$ cat config.mk
export PLATFORM = sky130hd
export DESIGN_NAME = led_matrix_scanner
export DESIGN_NICKNAME = d
export VERILOG_FILES = /design/src/rtl/led_matrix_scanner.sv
export SDC_FILE = /design/constraint.sdc
export NUM_CORES = 1
export LEC_CHECK = 0
export CORE_ASPECT_RATIO = 1.5
export CORE_UTILIZATION = 40
export DETAILED_ROUTE_END_ITERATION = 16
export HOLD_SLACK_MARGIN = 0.05
export PLACE_DENSITY = 0.68
export SLEW_MARGIN = 20
export SYNTH_ARGS = -nofsm -noshare
export SYNTH_HDL_FRONTEND = slang
export SYNTH_SLANG_ARGS = --single-unit
$ cat constraint.sdc
create_clock -name clk -period 2.6 [get_ports clk]
set_input_delay 0.65 -clock clk [delete_from_list [all_inputs] [get_ports clk]]
set_output_delay 0.65 -clock clk [all_outputs]
set_load 0.02 [all_outputs]
$ cat src/rtl/led_matrix_scanner.sv
// rtl/led_matrix_scanner.sv - double-buffered 8x8 LED matrix frame buffer and row scanner
module led_matrix_scanner #(
  parameter int SCAN_DIV     = 1000,
  parameter int BLANK_CYCLES = 50
) (
  input  logic       clk,
  input  logic       rst,
  input  logic [7:0] row1,
  input  logic [7:0] row2,
  input  logic [7:0] row3,
  input  logic [7:0] row4,
  input  logic [7:0] row5,
  input  logic [7:0] row6,
  input  logic [7:0] row7,
  input  logic [7:0] row8,
  input  logic       load,
  input  logic       swap,
  output logic       swap_pending,
  output logic [7:0] row_sel,
  output logic [7:0] col_data,
  output logic [2:0] scan_row,
  output logic       frame_done
);

  localparam int DW = $clog2(SCAN_DIV);
  localparam logic [DW-1:0] DIV_LAST = DW'(SCAN_DIV - 1);

  // Index 0 is matrix row 0 (row1); bit 7 of each byte is column 0.
  logic [7:0][7:0] rows;
  logic [7:0][7:0] back;
  logic [7:0][7:0] disp;
  logic [DW-1:0]   div;
  logic [2:0]      row;
  logic            pend;
  logic            frame_q;
  logic            row_end;
  logic            wrap;
  logic            blank;

  assign rows    = {row8, row7, row6, row5, row4, row3, row2, row1};
  assign row_end = (div == DIV_LAST);
  assign wrap    = row_end && (row == 3'd7);

  // Blanking window at the head of every row period; absent entirely when BLANK_CYCLES is 0.
  if (BLANK_CYCLES == 0) begin : g_no_blank
    assign blank = 1'b0;
  end else begin : g_blank
    localparam logic [DW-1:0] BLANK_END = DW'(BLANK_CYCLES);
    assign blank = (div < BLANK_END);
  end

  // Scan counters, frame pulse, and back/display buffer management.
  always_ff @(posedge clk) begin
    if (rst) begin
      div     <= '0;
      row     <= '0;
      pend    <= 1'b0;
      frame_q <= 1'b0;
      back    <= '0;
      disp    <= '0;
    end else begin
      frame_q <= wrap;
      if (row_end) begin
        div <= '0;
        row <= row + 3'd1;
      end else begin
        div <= div + DW'(1);
      end

      // A transfer replaces back; a load in the same cycle seeds the fresh back buffer.
      if (wrap && pend) begin
        disp <= back;
        back <= load ? rows : '0;
        pend <= 1'b0;
      end else begin
        if (load) begin
          back <= back | rows;
        end
        if (swap) begin
          pend <= 1'b1;
        end
      end
    end
  end

  // Panel drive decoded from registered state only.
  always_comb begin
    row_sel  = 8'h00;
    col_data = 8'hFF;
    if (!blank) begin
      row_sel  = 8'h01 << row;
      col_data = ~disp[row];
    end
  end

  assign scan_row     = row;
  assign frame_done   = frame_q;
  assign swap_pending = pend;

endmodule

After elaboration in Yosys (flattened, before gate mapping)
Index checks and enable logic that the tools add are counted.
Storage, ports and cells
  flip-flop bits (word level): 143
Cells by class
  add/subtract/negate cells: 2
  magnitude comparators: 2
  equal/unequal tests: 2
  shift operators: 1
  multiplexer cells: 7
  bitwise gates (word level): 2
  reductions and logical operators: 5
Operator list (number)
  64-bit two-way mux: 3
  64-bit OR: 1
  8-bit binary-select mux with 3-bit select: 1
  8-bit two-way mux: 3
  10-bit by 1-bit adder with 10-bit output (second input constant): 1
  10-bit equality test (second input constant): 1
  10-bit by 6-bit < comparator with 1-bit output (second input constant): 1
  8-bit inverter: 1
  1-bit by 3-bit << shifter with 8-bit output (first input constant): 1
  3-bit by 4-bit < comparator with 1-bit output (second input constant): 1
  2-bit OR reduction: 2
  3-bit by 1-bit adder with 3-bit output (second input constant): 1
  3-bit equality test (second input constant): 1
  1-bit logical AND: 2
  2-bit nonzero test: 1

Logic depth before layout (Yosys ltp)
Gate-level depths: netlist of the first run.
  depth in word-level cells: 4
  depth in mapped cells: 7
  mapped depth without buffers: 5

Worst setup path before layout of the first run
No wires, ideal clock.
  path kind: reg2out
  start: reg row[0], in the netlist scan_row[0]
  end: out col_data[0]
  data arrival time: 1985 ps
  required time: 1950 ps
  setup slack: -35 ps
  cell stages (with the launch flop): 5
  cells stage by stage: dfxtp_1 buf_2 buf_2 mux4_2 a22oi_1
On the way
  cells in the longest elaborated chain, start to end: 4
Ends and longest elaborated chain
  start: declaration: line 33  | logic [2:0] row;
  start signal: assignment: line 65  | row <= row + 3'd1;
  8-bit binary-select mux with 3-bit select: line 92  | col_data = ~disp[row];
  8-bit two-way mux (not written as such): line 92
  8-bit inverter: line 92
  8-bit two-way mux: line 90  | if (!blank) begin
  end: declaration: line 20  | output logic [7:0] col_data,
Every way passes these cells. The select of a mux whose other input is x is not followed.

Final worst setup path of the first run
Same ends and word-level chain as after synthesis.

==> flow_summary.json, run 1 <==
{
  "fmax_mhz": 393,
  "fp.coreArea_um2": 14000,
  "hpwl_um": 9900,
  "cts_buffers": 17,
  "status": "completed",
  "ys_seq_elements": 143,
  "num_rows": 53,
  "setup_violations": 0,
  "final_antenna_net_count": 0,
  "path_delay_family": "multiplexers",
  "yosys.cell_count.top_type": "nand2_1",
  "boundaryPins": 89,
  "start_kind": "register",
  "grt_pass1_vias": 4598,
  "finalClockSkew_ns": 0.00786,
  "clk_latency_ns": 0.41,
  "period_share_pct": 97.9,
  "grt_use_total_pct": 20.2,
  "numPortBuffers": 88,
  "cts_tree": "done",
  "ys_top_cells_by_count": "nand2_1 (197), dfxtp_1 (143), mux2i_1 (65)",
  "clkSinkCount": 143,
  "async_flop_share_pct": 0,
  "drt-initial-drc-count": 188,
  "die_area_um2": 14900,
  "htreeDepth": 4,
  "netlist_area_um2": 5750,
  "critPathKind": "register to output pin",
  "cp_data_arrival_time_ns": 1.89,
  "drive_above_1_share_pct": 14.9,
  "synth_warnings": 0,
  "slowest_delay_ns": 0.52,
  "final_nets": 773,
  "fillers": 1230,
  "grt_pass1_wl_um": 22900,
  "placed_area_um2": 7000,
  "cpMaxStageDelayCell": "mux4_2",
  "worst-path-stages": 4,
  "max_cap_violations": 0,
  "die_y_um": 149,
  "grt_max_degree": 69,
  "syn_inst": 612,
  "rsz0062_at_grt": "false",
  "power_mw": 5.16,
  "design_area_um2": 7610,
  "die_x_um": 99.9,
  "synth.largest_area_cell": "dfxtp_1",
  "vias": 4640,
  "power.density_nw_per_um2": 678,
  "wire_per_inst_um": 15.8,
  "first_pass_iters": 5,
  "gp_congestion": 0.800,
  "ys_types": 31,
  "tightest_slew_ns": 0.716,
  "required_ns": 1.95,
  "worstPathMaxFanout": 11,
  "r2r_cells": 7,
  "synth_nets": 687,
  "synth_ff_type": "dfxtp_1",
  "hold_depth": 2,
  "grt_overflow": 0,
  "min_period_ns": 2.54,
  "synth_area_per_cell_um2": 9.39,
  "hold_path_class": "register to register",
  "hold_violations": 0,
  "ir_worst_vdd_mv": 0.423,
  "floorplan.initialDensity_pct": 41.1,
  "slew_viol_final": 0,
  "cts.path.max_buffers": 2,
  "via_per_inst": 5.14,
  "cts_hold_buf": 0,
  "synth_edf_count": 0,
  "cp_num_buf_inv": 2,
  "area_growth_pct": 32.4,
  "postRouteWirelength_um": 14300,
  "ys_seq_area_share_pct": 49.8,
  "power.leakage_nw": 2.97,
  "synth_area_leaders": "dfxtp_1 (50%), nand2_1 (13%), mux2i_1 (11%), o22ai_1 (6.9%), mux4_2 (6.3%)",
  "path_cells": "buf_12 > mux4_2 > a22oi_2 > buf_4",
  "fin_hold_ws_ns": 0.459,
  "maxSlewHeadroom_pct": 52.3,
  "cts_root_buf": "clkbuf_16",
  "antenna_cells": 0,
  "end_kind": "output pin",
  "drc": 0,
  "synth_top_area_share_pct": 49.8,
  "cts.clk_slew.worst_paths_ns": 0.06,
  "antenna_found_initial": 0
}
==> registers in the layout (all words and copies together), names as in the netlist <==
register and flops:
swap_pending 1, div 10, disp 64, back 64
frame_done 1, scan_row 3
==> layer usage <==
metal | vias to the layer above | share of wire, % | track usage (%)
met4 | 0 | 3.1 | 10.0
met5 | - | 0 | 0
met3 | 27 | 3.6 | 4.12
met1 | 2196 | 39 | 22.5
met2 | 120 | 54 | 36.1
li1 | 2297 | - | -
==> tightest hold or removal path, cell delays in order, from the launching register on <==
cell and delay, ns:
dfxtp_1 0.31, nand2_1 0.05, mux2i_1 0.05
==> layout by cell type (no fill, tap or decap), drive strengths merged, types with 3 or more instances in the layout <==
| cell type | count |
|---|---|
| o22ai | 63 |
| nand4 | 3 |
| a21oi | 7 |
| mux4 | 16 |
| o21ai | 5 |
| dfxtp | 143 |
| bufinv | 4 |
| nand3 | 5 |
| clkinv | 7 |
| clkdlybuf4s50 | 70 |
| and2 | 8 |
| nand2 | 197 |
| a22oi | 8 |
| or3 | 4 |
| clkbuf | 25 |
| nor2 | 10 |
| ha | 7 |
| mux2i | 65 |
| buf | 38 |
| inv | 6 |
==> where the power goes <==
part / total, mW / leakage, nW / internal [mW] / switching (mW)
clock network: 2.55 / 0.298 / 1.61 / 0.936
registers: 2.30 / 1.17 / 2.28 / 0.0234
logic: 0.315 / 1.50 / 0.164 / 0.151
total: 5.16 / 2.97 / 4.05 / 1.11
==> through the flow <==
stage,worst slack (ns),utilization (%),cells,setup TNS [ns]
floorplan,0.0779,-,612,0
global placement,0.0181,50.0,870,0
detailed placement,-0.00796,50.0,870,-0.00951
CTS,0.00325,54.5,903,0
global route,0.0142,54.4,903,0
finish,0.0558,54.4,903,0
==> repair_timing <==
action | 4_1_cts | 5_1_grt
pin swaps | 1 | 1
gates resized for setup | 51 | 15
hold endpoints to repair | 0 | 0
gates cloned | 1 | 0
setup buffers | 0 | 0
setup endpoints to repair | 16 | 12
==> cells by family (layout without fill, tap and decap cells) <==
logic type,count (synthesis),in the layout,synth area share (%)
adders and majority gates,7,7,1.52
muxes,83,83,18.0
AOI/OAI and AO/OA,86,86,9.45
buffers and inverters,55,154,4.35
DFF,143,143,49.8
xor gates and xnor gates,3,3,0.457
and+or+nand+nor,235,235,16.5
==> layout make-up <==
type / count / area [um^2] / share of cell area [%]
inverters: 6 / 23.8 / 0.312
multi-input cells: 414 / 2700 / 35.4
well taps: 192 / 240 / 3.16
clock inverters: 13 / 189 / 2.48
repair buffers: 116 / 1160 / 15.3
flip-flops and latches: 143 / 2870 / 37.7
clock buffers: 19 / 433 / 5.69
==> final timing paths <==
| check | endpoint | slack, ns | startpoint |
|---|---|---|---|
| worst max-delay path | col_data[0] | 0.06 | scan_row[0]$_SDFFE_PP0P_ |
| worst min-delay path | disp[23]$_SDFFE_PP0P_ | 0.46 | disp[23]$_SDFFE_PP0P_ |
| worst max register to register | disp[18]$_SDFFE_PP0P_ | 0.46 | scan_row[1]$_SDFFE_PP0P_ |
| worst min register to register | disp[23]$_SDFFE_PP0P_ | 0.46 | disp[23]$_SDFFE_PP0P_ |
Power figures use the tool's default switching activity.
==> inputs of run 2 (changes only) <==
CORE_MARGIN = 1.5   (was default)
==> flow_summary.json, run 2 (same netlist as run 1, synthesis figures left out) <==
{
  "status": "completed",
  "grt_use_total_pct": 19.3,
  "wire_per_inst_um": 15.8,
  "hpwl_um": 9850,
  "rsz0062_at_grt": "false",
  "final_cell_mix": "nand2_1 (197), dfxtp_1 (141), clkdlybuf4s50_1 (70)",
  "via_per_inst": 5.19,
  "postCtsSetupBuffers": 0,
  "fin_hold_ws_ns": 0.458,
  "antenna_cells": 0,
  "cpMaxStageDelayCell": "dfxtp_2",
  "maxSlewHeadroom_pct": 50.3,
  "tightest_slew_ns": 0.745,
  "fp.coreArea_um2": 14100,
  "grt_max_degree": 69,
  "end_kind": "output pin",
  "worst-path-stages": 6,
  "hold_path_class": "register to register",
  "r2r_slack_ns": 0.43,
  "antenna_found_initial": 0,
  "critPathLaunch": "div[8]$_SDFF_PP0_",
  "period_share_pct": 97.5,
  "worstPathMaxFanout": 11,
  "floorplan.initialDensity_pct": 40.9,
  "setup_ws_ns": 0.0653,
  "cts.clk_slew.worst_paths_ns": 0.06,
  "cp_common_cell": "buf_4",
  "die_x_um": 101,
  "drive_above_1_share_pct": 14.8,
  "power.density_nw_per_um2": 663,
  "clkSinkCount": 143,
  "hold_depth": 2,
  "fin_util_pct": 53.4,
  "cts_hold_buf": 0,
  "die_y_um": 150,
  "cts_tree": "done",
  "min_period_ns": 2.53,
  "setup_violations": 0,
  "cts_buffers": 17,
  "critPathKind": "register to output pin",
  "slew_viol_final": 0,
  "finalClockSkew_ns": 0.00588,
  "r2r_cells": 7,
  "final_nets": 771,
  "slowest_delay_ns": 0.35,
  "final_common_cell": "nand2_1",
  "hold_violations": 0,
  "top_regs": "back x64, disp x64, div x10",
  "fmax_mhz": 395,
  "fin_tns_setup_ns": 0,
  "clk_latency_ns": 0.41,
  "boundaryPins": 89,
  "area_growth_pct": 30.7,
  "timing.rr.end": "disp[34]$_SDFFE_PP0P_",
  "htreeDepth": 4,
  "cts_root_buf": "clkbuf_16",
  "first_pass_iters": 4,
  "start_kind": "register",
  "pre_cts_ws_ns": -0.0481,
  "power.leakage_nw": 2.92,
  "cts.path.max_buffers": 2,
  "grt_pass1_vias": 4577,
  "max_cap_violations": 0,
  "path_delay_family": "buffers and inverters",
  "ir_worst_vdd_mv": 0.353,
  "final_antenna_net_count": 0,
  "grt_pass1_wl_um": 22400,
  "path_cells": "nor4_4 > buf_4 > a21oi_1 > buf_4 > a22oi_2 > buf_6",
  "numPortBuffers": 88,
  "timing.rr.start": "div[1]$_SDFF_PP0_",
  "grt_overflow": 0,
  "drc": 0,
  "crit_path_end": "col_data[5]",
  "vias": 4680,
  "power_mw": 4.98,
  "cp_num_buf_inv": 3,
  "required_ns": 1.95,
  "num_rows": 53,
  "postRouteWirelength_um": 14300,
  "die_area_um2": 15100,
  "drt-initial-drc-count": 242,
  "gp_congestion": 0.811,
  "cp_data_arrival_time_ns": 1.88
}
[run 2: tightest hold or removal path, cell delays in order (launching register included)]
cell and delay [ns]:
dfxtp_1 0.31, nand2_1 0.05, mux2i_1 0.05
[run 2: area by class of cell]
type / count / area [um^2]
clock buffer: 19 / 443
clock inverter: 13 / 138
tap: 192 / 240
multi-input combinational: 414 / 2700
sequential: 143 / 2870
inverter: 6 / 23.8
fill: 1281 / 6550
timing repair buffer: 114 / 1100
[run 2: worst min-delay path by stage]
stage | from | to | slack, ns
floorplan | div[0]$_SDFF_PP0_ | div[0]$_SDFF_PP0_ | 0.43
global placement | div[0]$_SDFF_PP0_ | div[0]$_SDFF_PP0_ | 0.45
detailed placement | disp[24]$_SDFFE_PP0P_ | disp[24]$_SDFFE_PP0P_ | 0.45
CTS | disp[30]$_SDFFE_PP0P_ | disp[30]$_SDFFE_PP0P_ | 0.46
global route | disp[30]$_SDFFE_PP0P_ | disp[30]$_SDFFE_PP0P_ | 0.48
finish | disp[24]$_SDFFE_PP0P_ | disp[24]$_SDFFE_PP0P_ | 0.46
[run 2: power by group]
group | internal [mW] | total, mW | switching (mW)
clock | 1.44 | 2.37 | 0.935
combinational | 0.158 | 0.312 | 0.154
sequential | 2.28 | 2.30 | 0.0242
[run 2: what timing repair did]
item	CTS	global route
gates cloned	0	1
endpoints found under the setup margin	16	13
pin swaps	1	2
resized for setup	50	14
[run 2: per-layer routing]
metal  vias up  track usage [%]  part of all wire [%]
met5         -                0                     0
met4         0             8.89                   2.6
met3        30             3.60                   3.6
met2       103             34.9                    52
met1      2242             21.7                    42
li1       2305                -                     -
[run 2: through the flow]
stage	area, um^2	std cells
finish	7510	901
global route	7510	901
CTS	7500	900
detailed placement	6940	868
global placement	6940	868
floorplan	5790	612
==> inputs of run 3 (changes only) <==
PLACE_DENSITY = 0.71   (was 0.68)
clock period = 2.1 ns   (was 2.6 ns; I/O delays follow)
==> flow_summary.json, run 3 (same netlist as run 1, synthesis figures left out) <==
{
  "status": "complete, but fails checks",
  "violations": "negative setup slack",
  "hpwl_um": 10000,
  "final_common_cell": "nand2_1",
  "maxSlewHeadroom_pct": 51.5,
  "holdPathEnd": "disp[28]$_SDFFE_PP0P_",
  "antenna_cells": 0,
  "grt_pass1_wl_um": 23000,
  "num_rows": 53,
  "boundaryPins": 89,
  "rsz0062_at_grt": "true",
  "hold_path_class": "register to register",
  "max_cap_violations": 0,
  "cts.path.max_buffers": 2,
  "area_growth_pct": 42.4,
  "power.density_nw_per_um2": 756,
  "fp.coreArea_um2": 14100,
  "cts_buffers": 17,
  "final_cell_mix": "nand2_1 (196), dfxtp_1 (137), clkdlybuf4s50_1 (67)",
  "timing.rr.end": "disp[47]$_SDFFE_PP0P_",
  "power_mw": 6.19,
  "cts_root_buf": "clkbuf_16",
  "setup_violations": 16,
  "hp-start": "disp[28]$_SDFFE_PP0P_",
  "fin_cells": 934,
  "required_ns": 1.57,
  "grt_pass1_vias": 4698,
  "worstPathMaxFanout": 6,
  "die_y_um": 150,
  "final_nets": 804,
  "use_met1_pct": 21.8,
  "numPortBuffers": 88,
  "htreeDepth": 4,
  "critPathKind": "register to output pin",
  "cts_tree": "done",
  "via_per_inst": 5.18,
  "antenna_found_initial": 0,
  "clk_latency_ns": 0.42,
  "start_kind": "register",
  "postRouteWirelength_um": 15700,
  "grtUsageMet2_pct": 36.6,
  "period_share_pct": 115,
  "cts.clk_slew.worst_paths_ns": 0.06,
  "grt_max_degree": 69,
  "r2r_slack_ns": 0.06,
  "finalClockSkew_ns": 0.00943,
  "fillers": 1192,
  "hold_violations": 0,
  "slew_viol_final": 0,
  "tightest_slew_ns": 0.727,
  "ir_worst_vdd_mv": 0.488,
  "top_regs": "back x64, disp x64, div x10",
  "die_x_um": 101,
  "vias": 4841,
  "grtUsageMet3_pct": 4.02,
  "end_kind": "output pin",
  "die_area_um2": 15100,
  "drc": 0,
  "final_antenna_net_count": 0,
  "grt-busiest-layer": "met2",
  "gp_congestion": 0.828,
  "r2r_cells": 8,
  "grt_overflow": 0,
  "drive_above_1_share_pct": 21.4,
  "fmax_mhz": 415,
  "pre_cts_ws_ns": -0.433,
  "floorplan.initialDensity_pct": 40.9,
  "wire_per_inst_um": 16.8,
  "clkSinkCount": 143,
  "timing.rr.start": "scan_row[0]$_SDFFE_PP0P_",
  "drt-initial-drc-count": 259,
  "place_inst": 880,
  "fin_tns_setup_ns": -3.62,
  "hold_depth": 2,
  "first_pass_iters": 5,
  "min_period_ns": 2.41,
  "cp_data_arrival_time_ns": 1.88,
  "cts_hold_buf": 0,
  "setup_ws_ns": -0.308,
  "grt_use_total_pct": 20.0,
  "power.leakage_nw": 3.21,
  "placed_area_um2": 7080,
  "design_area_um2": 8190
}
## run 3: changes by cell type in the layout (fill, tap and decap cells not counted), moves of 3 or more
cell | before | now
ha_1 | 7 | 3
dfxtp_1 | 141 | 137
and2_4 | 0 | 8
clkbuf_2 | 6 | 0
clkdlybuf4s50_1 | 70 | 67
clkbuf_16 | 18 | 25
dfxtp_2 | 1 | 5
buf_4 | 23 | 29
buf_6 | 1 | 23
buf_12 | 6 | 11
clkinvlp_4 | 6 | 2
and2_1 | 8 | 0
## run 3: routing by layer
layer  part of all wire, %  wire length, um
met1                    39             6160
met2                    55             8580
met3                   3.5              541
met4                   2.4              382
met5                     0                0
## run 3: power by group
part	switching, mW	internal (mW)	total [mW]
combinational	0.191	0.204	0.395
sequential	0.0309	2.82	2.85
clock	1.14	1.80	2.94
total	1.36	4.83	6.19
## run 3: worst max-delay path: stages, from the launching register on
cell     delay, ns
dfxtp_4       0.39
buf_12        0.13
mux4_2        0.50
a22oi_2       0.28
buf_6         0.16
## run 3: how the worst max path moves through the flow
stage	from	endpoint	slack (ns)	cells past startpoint
floorplan	scan_row[1]$_SDFFE_PP0P_	col_data[0]	0.03	4
global placement	div[3]$_SDFF_PP0_	col_data[5]	-0.40	6
detailed placement	div[3]$_SDFF_PP0_	col_data[1]	-0.43	6
CTS	scan_row[0]$_SDFFE_PP0P_	col_data[5]	-0.30	4
global route	scan_row[0]$_SDFFE_PP0P_	col_data[6]	-0.35	4
finish	scan_row[0]$_SDFFE_PP0P_	col_data[6]	-0.31	4
## run 3: stage by stage
stage / hold WS [ns] / utilization (%)
6_report: 0.460 / 58.2
5_1_grt: 0.478 / 58.2
4_1_cts: 0.460 / 56.1
3_5_place_dp: 0.448 / 50.4
3_3_place_gp: 0.447 / 50.4
2_1_floorplan: 0.430 / -
## run 3: cell type report
class	instances	area, um^2	area share (%)
Clock inverter	10	113	1.38
Clock buffer	22	464	5.67
Tap cell	192	240	2.93
Inverter	6	23.8	0.290
Timing Repair Buffer	147	1670	20.4
Multi-Input combinational cell	414	2810	34.3
Sequential cell	143	2870	35.1
## run 3: timing repair
action                     4_1_cts  5_1_grt
gates resized for setup        130       17
gates cloned                     3        8
setup endpoints to repair      147      117
pin swaps                       14        9
setup buffers                    6        7
==> RTL change: new RTL, flow settings as in run 1 <==
One comparison of `div` changes from == to >=.
--- a/src/rtl/led_matrix_scanner.sv
+++ b/src/rtl/led_matrix_scanner.sv
@@ -39,5 +39,5 @@
 
   assign rows    = {row8, row7, row6, row5, row4, row3, row2, row1};
-  assign row_end = (div == DIV_LAST);
+  assign row_end = (div >= DIV_LAST);
   assign wrap    = row_end && (row == 3'd7);
 
Behaviour: no difference found for any inputs over 10 cycles, from zero or initial values and one cycle with rst high; that may be too few to reach the edited logic, so the function may still have changed.
==> RTL change against run 1 <==
Setup slack better by 17 ps. Die area up 2.4%. Total power up 1.5%. Sequential share of layout area down 0.11 points. Area after synthesis up 2.4%. Design area up 0.46%. Clock skew down 1.8 ps. Combinational power up 4%. Synthesized cell count down 4.4%. Routed wire length down 1.9%. Sequential cell count unchanged. Count of clock-buffer cells in the layout unchanged. Hold slack worse by 5.5 ps. Largest cell class unchanged.
==> RTL change: results (changes against run 1) <==
Global route
  – Largest net degree at the start of global routing: 65 (-5.8%)
  – Vias in the first global route: 4625 (+0.59%)
  – Antenna violations before repair: 0 (unchanged)
  – Global-route wire length before repair: 22.7 mm (-1.0%)
  – Global-route usage over all layers: 19.3% (-0.88 points)

Routing
  – Routed vias/inst: 5.33 (+3.7%)
  – Routed WL per cell: 16.2 µm (+2.6%)
  – Starting DRT DRC Count: 191 (+1.6%)
  – Pre-antenna DRT Iters: 4 (-1)

Hold path
  – Min-delay src: back[41]
  – Hold Path Class: register to register

Finish
  – Antenna diode count: 0 (unchanged)
  – Fin cells: 864 (-4.3%)
  – NumNets Final: 735 (-4.9%)
  – Share of layout cells above drive strength 1: 9.82% (-5.1 points)
  – Regs by FF count: back: 64 flops, disp: 64 flops, div: 10 flops
  – Design Area, Final: 0.00765 mm² (+0.46%)
  – Filler cells: 1307 (+6.3%)

Clock tree
  – Root Buffer: clkbuf_16
  – CTS Buf Count: 17 (unchanged)
  – Clk_lat worst skew: 410 ps (about the same)
  – Post-CTS setup buffers: 0 (unchanged)
  – Htree depth: 4 (unchanged)
  – Max Root-Sink Buffers: 2 (unchanged)
  – # hold bufs at CTS: 0 (unchanged)
  – Clk slew on worst S/H paths: 60 ps (about the same)

Place
  – DP Worst Slack: 160 ps (+168 ps)
  – I/O Buffers: 88 (unchanged)
  – Placed cell areas: 0.00700 mm² (about the same)
  – DP HPWL: 9.86 mm (-0.47%)
  – Placed cell count: 832 (-4.4%)
  – GPL Wtd Cong: 0.827 (+3.4%)

Status
  – Status: complete, no violations

Synth
  – Seq/Total Area, Yosys: 48.6% (-1.2 points)
  – Most instantiated cells after synthesis: 143 x dfxtp_1, 134 x nand2_1, 96 x mux2i_1
  – Syn avg cell area: 10.1 µm² (+7.1%)
  – Synth unique cells: 36 (+16%)
  – Async set or reset register ratio after synthesis: 0% (unchanged)
  – Synth Net Count: 660 (-3.9%)
  – Ranking of synthesized cells by area: dfxtp_1 49%, mux2i_1 16%, a32o_1 11%
  – Yosys warns: 0 (unchanged)
  – Most used DFF post-synth: dfxtp_1

Power
  – Max VDD drop: 0.393 mV (-7.1%)
  – Leakage: 3.17 nW (+6.7%)

Critical path
  – CP arrival: 1880 ps
  – Maximum fanout along the worst path: 24 (+13)
  – Crit. Startpoint: scan_row[1]

Timing
  – Worst Max-Slew Pin Slew: 961 ps (+245 ps)
  – Clock Skew: 6.06 ps (-1.80 ps)
[RTL change: cell count changes after synthesis, moves of 4 or more]
| cell | before | now |
|---|---|---|
| a22oi_1 | 8 | 16 |
| a32o_1 | 0 | 64 |
| and2_1 | 8 | 3 |
| and3_1 | 1 | 7 |
| buf_2 | 11 | 2 |
| buf_6 | 3 | 7 |
| mux2i_1 | 65 | 96 |
| mux4_2 | 16 | 0 |
| nand2_1 | 197 | 134 |
| nand3_1 | 5 | 10 |
| nor2_1 | 10 | 5 |
| o22ai_1 | 63 | 0 |
[RTL change: path summary, 6_finish.rpt]
| check | cells after the start | to | slack, ps |
|---|---|---|---|
| max | 5 | col_data[4] | 70 |
| min | 2 | disp[41] | 450 |
| max reg2reg | 7 | back[12] | 400 |
| min reg2reg | 2 | disp[41] | 450 |
[RTL change: what timing repair did]
item / in CTS / in global routing
pin swaps: 0 / 0
endpoints found under the hold margin: 0 / 0
cloned: 0 / 1
resized for setup: 21 / 18
setup endpoints to repair: 16 / 16
[RTL change: routing by layer]
layer | vias to the layer above | part of all wire, % | global-route usage (%)
li1 | 2285 | - | -
met1 | 2224 | 42 | 22.7
met2 | 89 | 53 | 34.0
met3 | 8 | 4.1 | 4.74
met4 | 0 | 0.97 | 6.16
met5 | - | 0 | 0
[RTL change: layout make-up]
class / instances / area, µm² / area share [%]
clock buffers: 19 / 453 / 5.92
clock inverters: 12 / 181 / 2.37
inverters: 7 / 28.8 / 0.376
multi-input cells: 383 / 2750 / 36.0
flip-flops and latches: 143 / 2870 / 37.6
well taps: 192 / 240 / 3.14
repair buffers: 108 / 1120 / 14.6
[RTL change: where the power goes]
part | internal (mW) | switching (mW) | total, mW
clock | 1.66 | 0.919 | 2.58
combinational | 0.191 | 0.136 | 0.327
sequential | 2.28 | 0.0542 | 2.33
total | 4.13 | 1.11 | 5.24
[RTL change: stage by stage]
step | util (%) | setup TNS, ps
2_1_floorplan | - | 0
4_1_cts | 53.7 | 0
3_3_place_gp | 49.3 | 0
5_1_grt | 53.9 | -61.3
3_5_place_dp | 49.3 | 0
6_report | 53.9 | 0
[RTL change: kinds of logic (layout without fill, tap and decap cells)]
family,after synthesis,after routing,synth area share (%)
XOR/XNOR,3,3,0.446
AND/OR/NAND/NOR,176,176,12.8
AO/OA/AOI/OAI,101,101,15.3
flip-flops,143,143,48.6
adder cells (fa/ha/maj),7,7,1.49
multiplexers,96,96,16.3
buffers and inverters,59,146,5.02
[RTL change: critical path, cell delays in order, from the launching register on]
cell           delay, ps
dfxtp_4              410
buf_12               210
mux2i_1              270
a22oi_1              100
nand3_1              110
dlygate4sd2_1        370
